$ cat src/rtl/psum_ofifo.sv
// Output collection FIFO below the MAC column array: one circular buffer per
// column, written independently, popped as an aligned row once all columns hold data.
module psum_ofifo #(
    parameter int col     = 8,
    parameter int bw_psum = 22,
    parameter int depth   = 16
) (
    input  logic                   clk,
    input  logic                   reset,
    input  logic [col-1:0]         wr,
    input  logic [col*bw_psum-1:0] in,
    input  logic                   rd,
    output logic [col*bw_psum-1:0] out,
    output logic                   o_rd_valid,
    output logic                   o_valid,
    output logic                   o_full,
    output logic                   o_overflow
);

    localparam int aw = $clog2(depth);
    localparam logic [aw:0] ptr_one = (aw+1)'(1);

    logic [bw_psum-1:0] mem [col][depth];
    logic [aw:0]        rd_ptr [col];
    logic [aw:0]        wr_ptr [col];
    logic [col-1:0]     empty_col;
    logic [col-1:0]     full_col;
    logic               rd_accept;

    // Pointer MSB is the wrap bit: equal pointers mean empty, differing MSBs full.
    always_comb begin
        empty_col = '0;
        full_col  = '0;
        for (int unsigned i = 0; i < col; i++) begin
            empty_col[i] = (rd_ptr[i] == wr_ptr[i]);
            full_col[i]  = (rd_ptr[i][aw-1:0] == wr_ptr[i][aw-1:0]) &&
                           (rd_ptr[i][aw] != wr_ptr[i][aw]);
        end
    end

    assign o_valid   = ~|empty_col;
    assign o_full    = |full_col;
    assign rd_accept = rd && o_valid;

    always_ff @(posedge clk) begin
        for (int unsigned i = 0; i < col; i++) begin
            if (wr[i] && !full_col[i]) begin
                mem[i][wr_ptr[i][aw-1:0]] <= in[i*bw_psum +: bw_psum];
            end
        end
    end

    always_ff @(posedge clk or posedge reset) begin
        if (reset) begin
            for (int unsigned i = 0; i < col; i++) begin
                rd_ptr[i] <= '0;
                wr_ptr[i] <= '0;
            end
            out        <= '0;
            o_rd_valid <= 1'b0;
            o_overflow <= 1'b0;
        end else begin
            o_rd_valid <= rd_accept;
            for (int unsigned i = 0; i < col; i++) begin
                if (wr[i]) begin
                    if (full_col[i]) begin
                        o_overflow <= 1'b1;
                    end else begin
                        wr_ptr[i] <= wr_ptr[i] + ptr_one;
                    end
                end
                if (rd_accept) begin
                    out[i*bw_psum +: bw_psum] <= mem[i][rd_ptr[i][aw-1:0]];
                    rd_ptr[i] <= rd_ptr[i] + ptr_one;
                end
            end
        end
    end

endmodule

$ cat config.mk
export PLATFORM = sky130hd
export DESIGN_NAME = psum_ofifo
export DESIGN_NICKNAME = d
export VERILOG_FILES = /design/src/rtl/psum_ofifo.sv
export SDC_FILE = /design/constraint.sdc
export NUM_CORES = 2
export LEC_CHECK = 0
export ABC_CLOCK_PERIOD_IN_PS = 10900
export BUFFER_PORTS_ARGS = -buffer_cell sky130_fd_sc_hd__buf_2
export CAP_MARGIN = 20
export CORE_ASPECT_RATIO = 1.4
export CORE_MARGIN = 4
export CORE_UTILIZATION = 45
export CTS_BUF_LIST = sky130_fd_sc_hd__clkbuf_4
export CTS_CLUSTER_SIZE = 16
export DETAILED_ROUTE_END_ITERATION = 10
export PLACE_DENSITY = 0.63
export SYNTH_ARGS = -nofsm -noshare
export SYNTH_HDL_FRONTEND = slang
export SYNTH_SLANG_ARGS = --single-unit
$ cat constraint.sdc
create_clock -name clk -period 10.9 [get_ports clk]
set_input_delay 1.635 -clock clk [delete_from_list [all_inputs] [get_ports clk]]
set_output_delay 1.635 -clock clk [all_outputs]
set_load 0.05 [all_outputs]
# After elaboration in Yosys (flattened, before gate mapping)
# Memory sizes are Yosys's and may differ from the RTL's.
# Index checks and enable logic that the tools add are counted.
[totals]
regBits = 258
ramBits = 2816
in_bits = 187
output_inout_bits = 180
elab_cells = 224
memories = 1
[mem_list]
columns = ["name", "words", "word_bits", "rd", "rd_ports_with_merged_regs", "write_ports", "line_no", "source"]
rows = [
  ["mem", 8, 352, 8, 0, 8, "23", "logic [bw_psum-1:0] mem [col][depth];"],
]
[op_classes]
n_addsub = 16
order_cmp = 24
eq_ne = 24
muxes = 72
bitwise_logic = 24
reduce_logical = 44
[op_table]
columns = ["op", "n"]
rows = [
  ["352-bit 2-to-1 mux", 8],
  ["22-bit binary-select mux with 4-bit select", 8],
  ["22-bit demux with 4-bit select", 8],
  ["22-bit 2-to-1 mux", 24],
  ["5-bit by 1-bit adder with 5-bit output, second input constant", 16],
  ["5-bit greater-or-equal comparator, second input constant", 16],
  ["4-bit NOT with 5-bit output", 16],
  ["5-bit == test", 8],
  ["5-bit by 1-bit less-than comparator with 1-bit output, second input constant", 8],
  ["4-bit == test", 8],
  ["1-bit logical AND", 25],
  ["1-bit 2-to-1 mux", 24],
  ["2-bit AND reduction", 8],
  ["8-bit OR reduction", 2],
  ["1-bit logical NOT", 9],
  ["1-bit != test", 8],
  ["1-bit NOT", 8],
]

# Logic depth before layout (Yosys ltp)
[logic_depth]
ltp_word = 18
ltp_mapped = 11
mapped_depth_nobuf = 6

# Least setup slack after synthesis
# OpenSTA, ideal clock, no wires.
[synth_path]
path_type = "input to register"
start = "input port wr[1]"
end = "memory mem[0][616] (netlist name) (enable)"
setup_time_ns = 0.465
t_arrival_ns = 4.154
required_ns = 10.435
slack_ns = 6.281
path_stages = 2
path_buffers = 0
cell_sequence = "nand2b_1 > nor4b_1"
[synth_lines]
columns = ["item", "line_no", "source"]
rows = [
  ["start, declared", "10", "input logic [col-1:0] wr,"],
  ["end, declared", "23", ""],
]

# Worst setup path in the final report
[layout_path]
start = "register rd_ptr[30] (netlist name)"
end = "output port o_valid"
[layout_via]
elab_chain_len = 3
[layout_rtl]
columns = ["item", "line_no", "source"]
rows = [
  ["start, declared", "24", "logic [aw:0] rd_ptr [col];"],
  ["start signal, assigned by index", "74", "rd_ptr[i] <= rd_ptr[i] + ptr_one;"],
  ["5-bit == test", "35", "empty_col[i] = (rd_ptr[i] == wr_ptr[i]);"],
  ["8-bit OR reduction", "41", "assign o_valid = ~|empty_col;"],
  ["1-bit logical NOT", "41", ""],
  ["end, declared", "15", "output logic o_valid,"],
]
# No other way between the ends.

==> impl_results.md <==
* Status: complete, no violations
* IO Pins at ~370
* DP HPWL at between 100000 and 150000 um
* Synthesis-stage register bit count at approximately 3000
* Global Route Usage Sum at 0.199
* HP Class: input pin to async pin
* Final setup vio count at 0
* Power per cell area at 277 nW/um^2
* Synth warn at 0
* Post-Syn Area at about 120000 sq um
* Max Clock Skew at 0.141 ns
* Commonest non-fill, non-tap cells in the layout: edfxtp_1, clkbuf_4, mux4_2, buf_2, dfrtp_1
* Reg power frac at 0.422
* Post-Route Setup TNS at 0 ns
* Initial drt markers at roughly 4100
* Clk slew on worst S/H paths at approximately 0.07 ns
* Initial antenna violation count at 80
* Avg Inst Size Synth at ~24 sq um
* Reg2reg start: rd_ptr[30]
* Worst flop-to-flop path endpoint: out[134]
* Final Cycle Share at 0.555
* Drt drc at 0
* Finished Core Util at 0.517
* CP required at 9.27 ns
* Yosys cell types at 35
* Clock Tree Root: clkbuf_4
* Critical Path AT at ~4.4 ns
* Htree depth at 6
* Clock share of power at 0.253
* Pwr Total at 37.2 mW
* Clock Path Buffers at 4
* CTS Buf Count at between 700 and 800
* Vias at between 50000 and 60000
* GP Congestion at 0.737
* Setup CP Type: register to output port
* DR pass1 iterations at 8
* Commonest non-fill, non-tap cell in the layout: edfxtp_1
* Chip Width at roughly 440 um
* Leakage at roughly 45 nW
* Hold Violations, Final at 0
* Num Clock Sinks at just over 3000
* Max Cap Viol at 0
* Post-CTS Setup Inserts at 0
* Comb power frac at 0.326
* Layout area overhead at 14.1%
* Die Y at approximately 600 um
* First-pass GRT wire length at between 300000 and 400000 um
* Vias in the first global route at roughly 59000
* Post-cts sizing count at 0
* Sequential share of the synthesized area at 0.773
* Worst-Skew Late Latency at between 1 and 1.5 ns
* Fin crit period at 6.05 ns
* Routed length per instance at about 27 um
* Number of vias per cell at approximately 5.5
* GRT Residual Overflow at 0
* IO buf count at roughly 370
* Setup slack, reg-to-reg at 5.89 ns
* Pint at ~25 mW
* Final wirelength at 267000 um
* Crit start category: register
* Hold_buf cts at 0
* CP max FO at 43
* Final nets at 6101
* Synth Net Count at 5084
* Antenna-violating nets left at 0
* Psw at between 10 and 15 mW
* F_max at 0.165 GHz
* R2r worst-path depth at 8
* Slew @ Worst Pin at 1.11 ns
* Switch share at 0.321
* Mapped Cells at 4857
* Initial Util at 0.453
* RSZ-0062 raised after global routing: no
* CP Launch Point: rd_ptr[30]
* CP Capture Type: output port
* Core footprint at between 200000 and 300000 sq um
* Pin count of the biggest net entering global routing at 73
* Num rows at roughly 220
* CTS tree: done
* Share of cells above drive strength 1 at 0.450
* Rel. slew slack at 0.259
* VDD IR max at 228 uV
* Die area at 270000 sq um
* Fill count at around 20000
* Slew Limit Fails at 0
-- cells by family after synthesis --
kind of cell               after synthesis  synth area share
DFF                                   3074             0.773
muxes                                 1064             0.191
buffers and inverters                  286            0.0110
and+or+nand+nor                        273            0.0116
xor gates and xnor gates               104           0.00774
adders and majority gates               40           0.00425
AOI/OAI and AO/OA                       16          0.000829
-- stage by stage --
| stage | std cells | area (sq um) | hold WS, ns | worst slack, ns |
|---|---|---|---|---|
| 2_1_floorplan | 4857 | 118000 | 0.460 | 2.17 |
| 3_3_place_gp | 8596 | 124000 | 0.475 | 5.58 |
| 3_5_place_dp | 8596 | 124000 | 0.476 | 5.55 |
| 4_1_cts | 9902 | 134000 | 0.254 | 4.35 |
| 5_1_grt | 9921 | 134000 | 0.333 | 4.40 |
| 6_report | 9946 | 134000 | 0.434 | 4.85 |
-- power groups by stage --
stage / Sequential, mW / Combinational, mW / Clock (mW)
after floorplan: 16.4 / 8.34 / 0
final: 15.7 / 12.1 / 9.40
after detailed placement: 16.0 / 12.2 / 0
after CTS: 15.8 / 12.3 / 9.74
after global routing: 15.9 / 12.9 / 10.4
after global placement: 16.0 / 12.1 / 0
-- worst max-delay path, cell delays in order (launching register included) --
cell and delay, ns:
dfrtp_4 1.00, xnor2_1 0.17, nand4_1 0.28, o22ai_1 0.19, or4_2 0.91, inv_1 0.26, buf_2 0.31
-- synthesized netlist by cell type --
master,n,area [sq um]
buf_6,19,214
nor4_1,1,6.26
nor4b_1,8,70.1
buf_2,29,145
mux4_2,880,19800
nand4_1,23,144
nand3_1,9,45.0
xnor2_1,70,613
nor2_1,76,285
o22ai_1,4,25.0
nand2b_1,16,100
inv_1,27,101
buf_1,72,270
mux2_2,23,259
dfrtp_1,258,6460
xor2_1,34,298
nor3_1,40,200
clkinv_1,1,3.75
nor3b_1,4,30.0
buf_4,9,67.6
a21oi_1,1,5.00
a2bb2o_1,1,10.0
clkbuf_1,125,469
o21ai_0,8,40.0
or4_1,1,7.51
and4_1,8,70.1
clkbuf_2,4,20.0
and2_1,18,113
edfxtp_1,2816,84600
a221oi_1,2,17.5
mux2_4,161,2420
nand2_1,56,210
nor2b_1,12,75.1
ha_1,40,500
or2_1,1,6.26
-- state kept, by name, summed over array words and instances, names as in the netlist --
register	count
wr_ptr	40
rd_ptr	40
o_rd_valid	1
mem	2816
o_overflow	1
out	176
-- metal layers --
metal	routed length [um]	track usage	share of wire	vias up
li1	-	-	-	23200
met1	103000	0.253	0.39	29100
met2	137000	0.333	0.51	1748
met3	19600	0.0553	0.073	499
met4	6950	0.0653	0.026	44
met5	295	0	0.0011	-
-- final cells by class --
| type | count | area [sq um] | area share |
|---|---|---|---|
| Clock inverter | 202 | 1280 | 0.00951 |
| Tap cell | 3456 | 4320 | 0.0322 |
| Clock buffer | 1104 | 8290 | 0.0617 |
| Inverter | 28 | 113 | 0.000839 |
| Antenna cell | 36 | 90.1 | 0.000671 |
| Sequential cell | 3074 | 91100 | 0.679 |
| Timing Repair Buffer | 549 | 3340 | 0.0249 |
| Multi-Input combinational cell | 1497 | 25700 | 0.192 |
-- worst max-delay path by stage --
| stage | end | slack (ns) | depth (start not counted) |
|---|---|---|---|
| 6_report | o_valid | 4.85 | 6 |
| 5_1_grt | o_valid | 4.40 | 6 |
| 4_1_cts | o_valid | 4.35 | 6 |
| 3_5_place_dp | out[134] | 5.55 | 7 |
| 3_3_place_gp | out[124] | 5.58 | 8 |
| 2_1_floorplan | o_overflow | 2.17 | 1 |
Power figures use the tool's default switching activity.
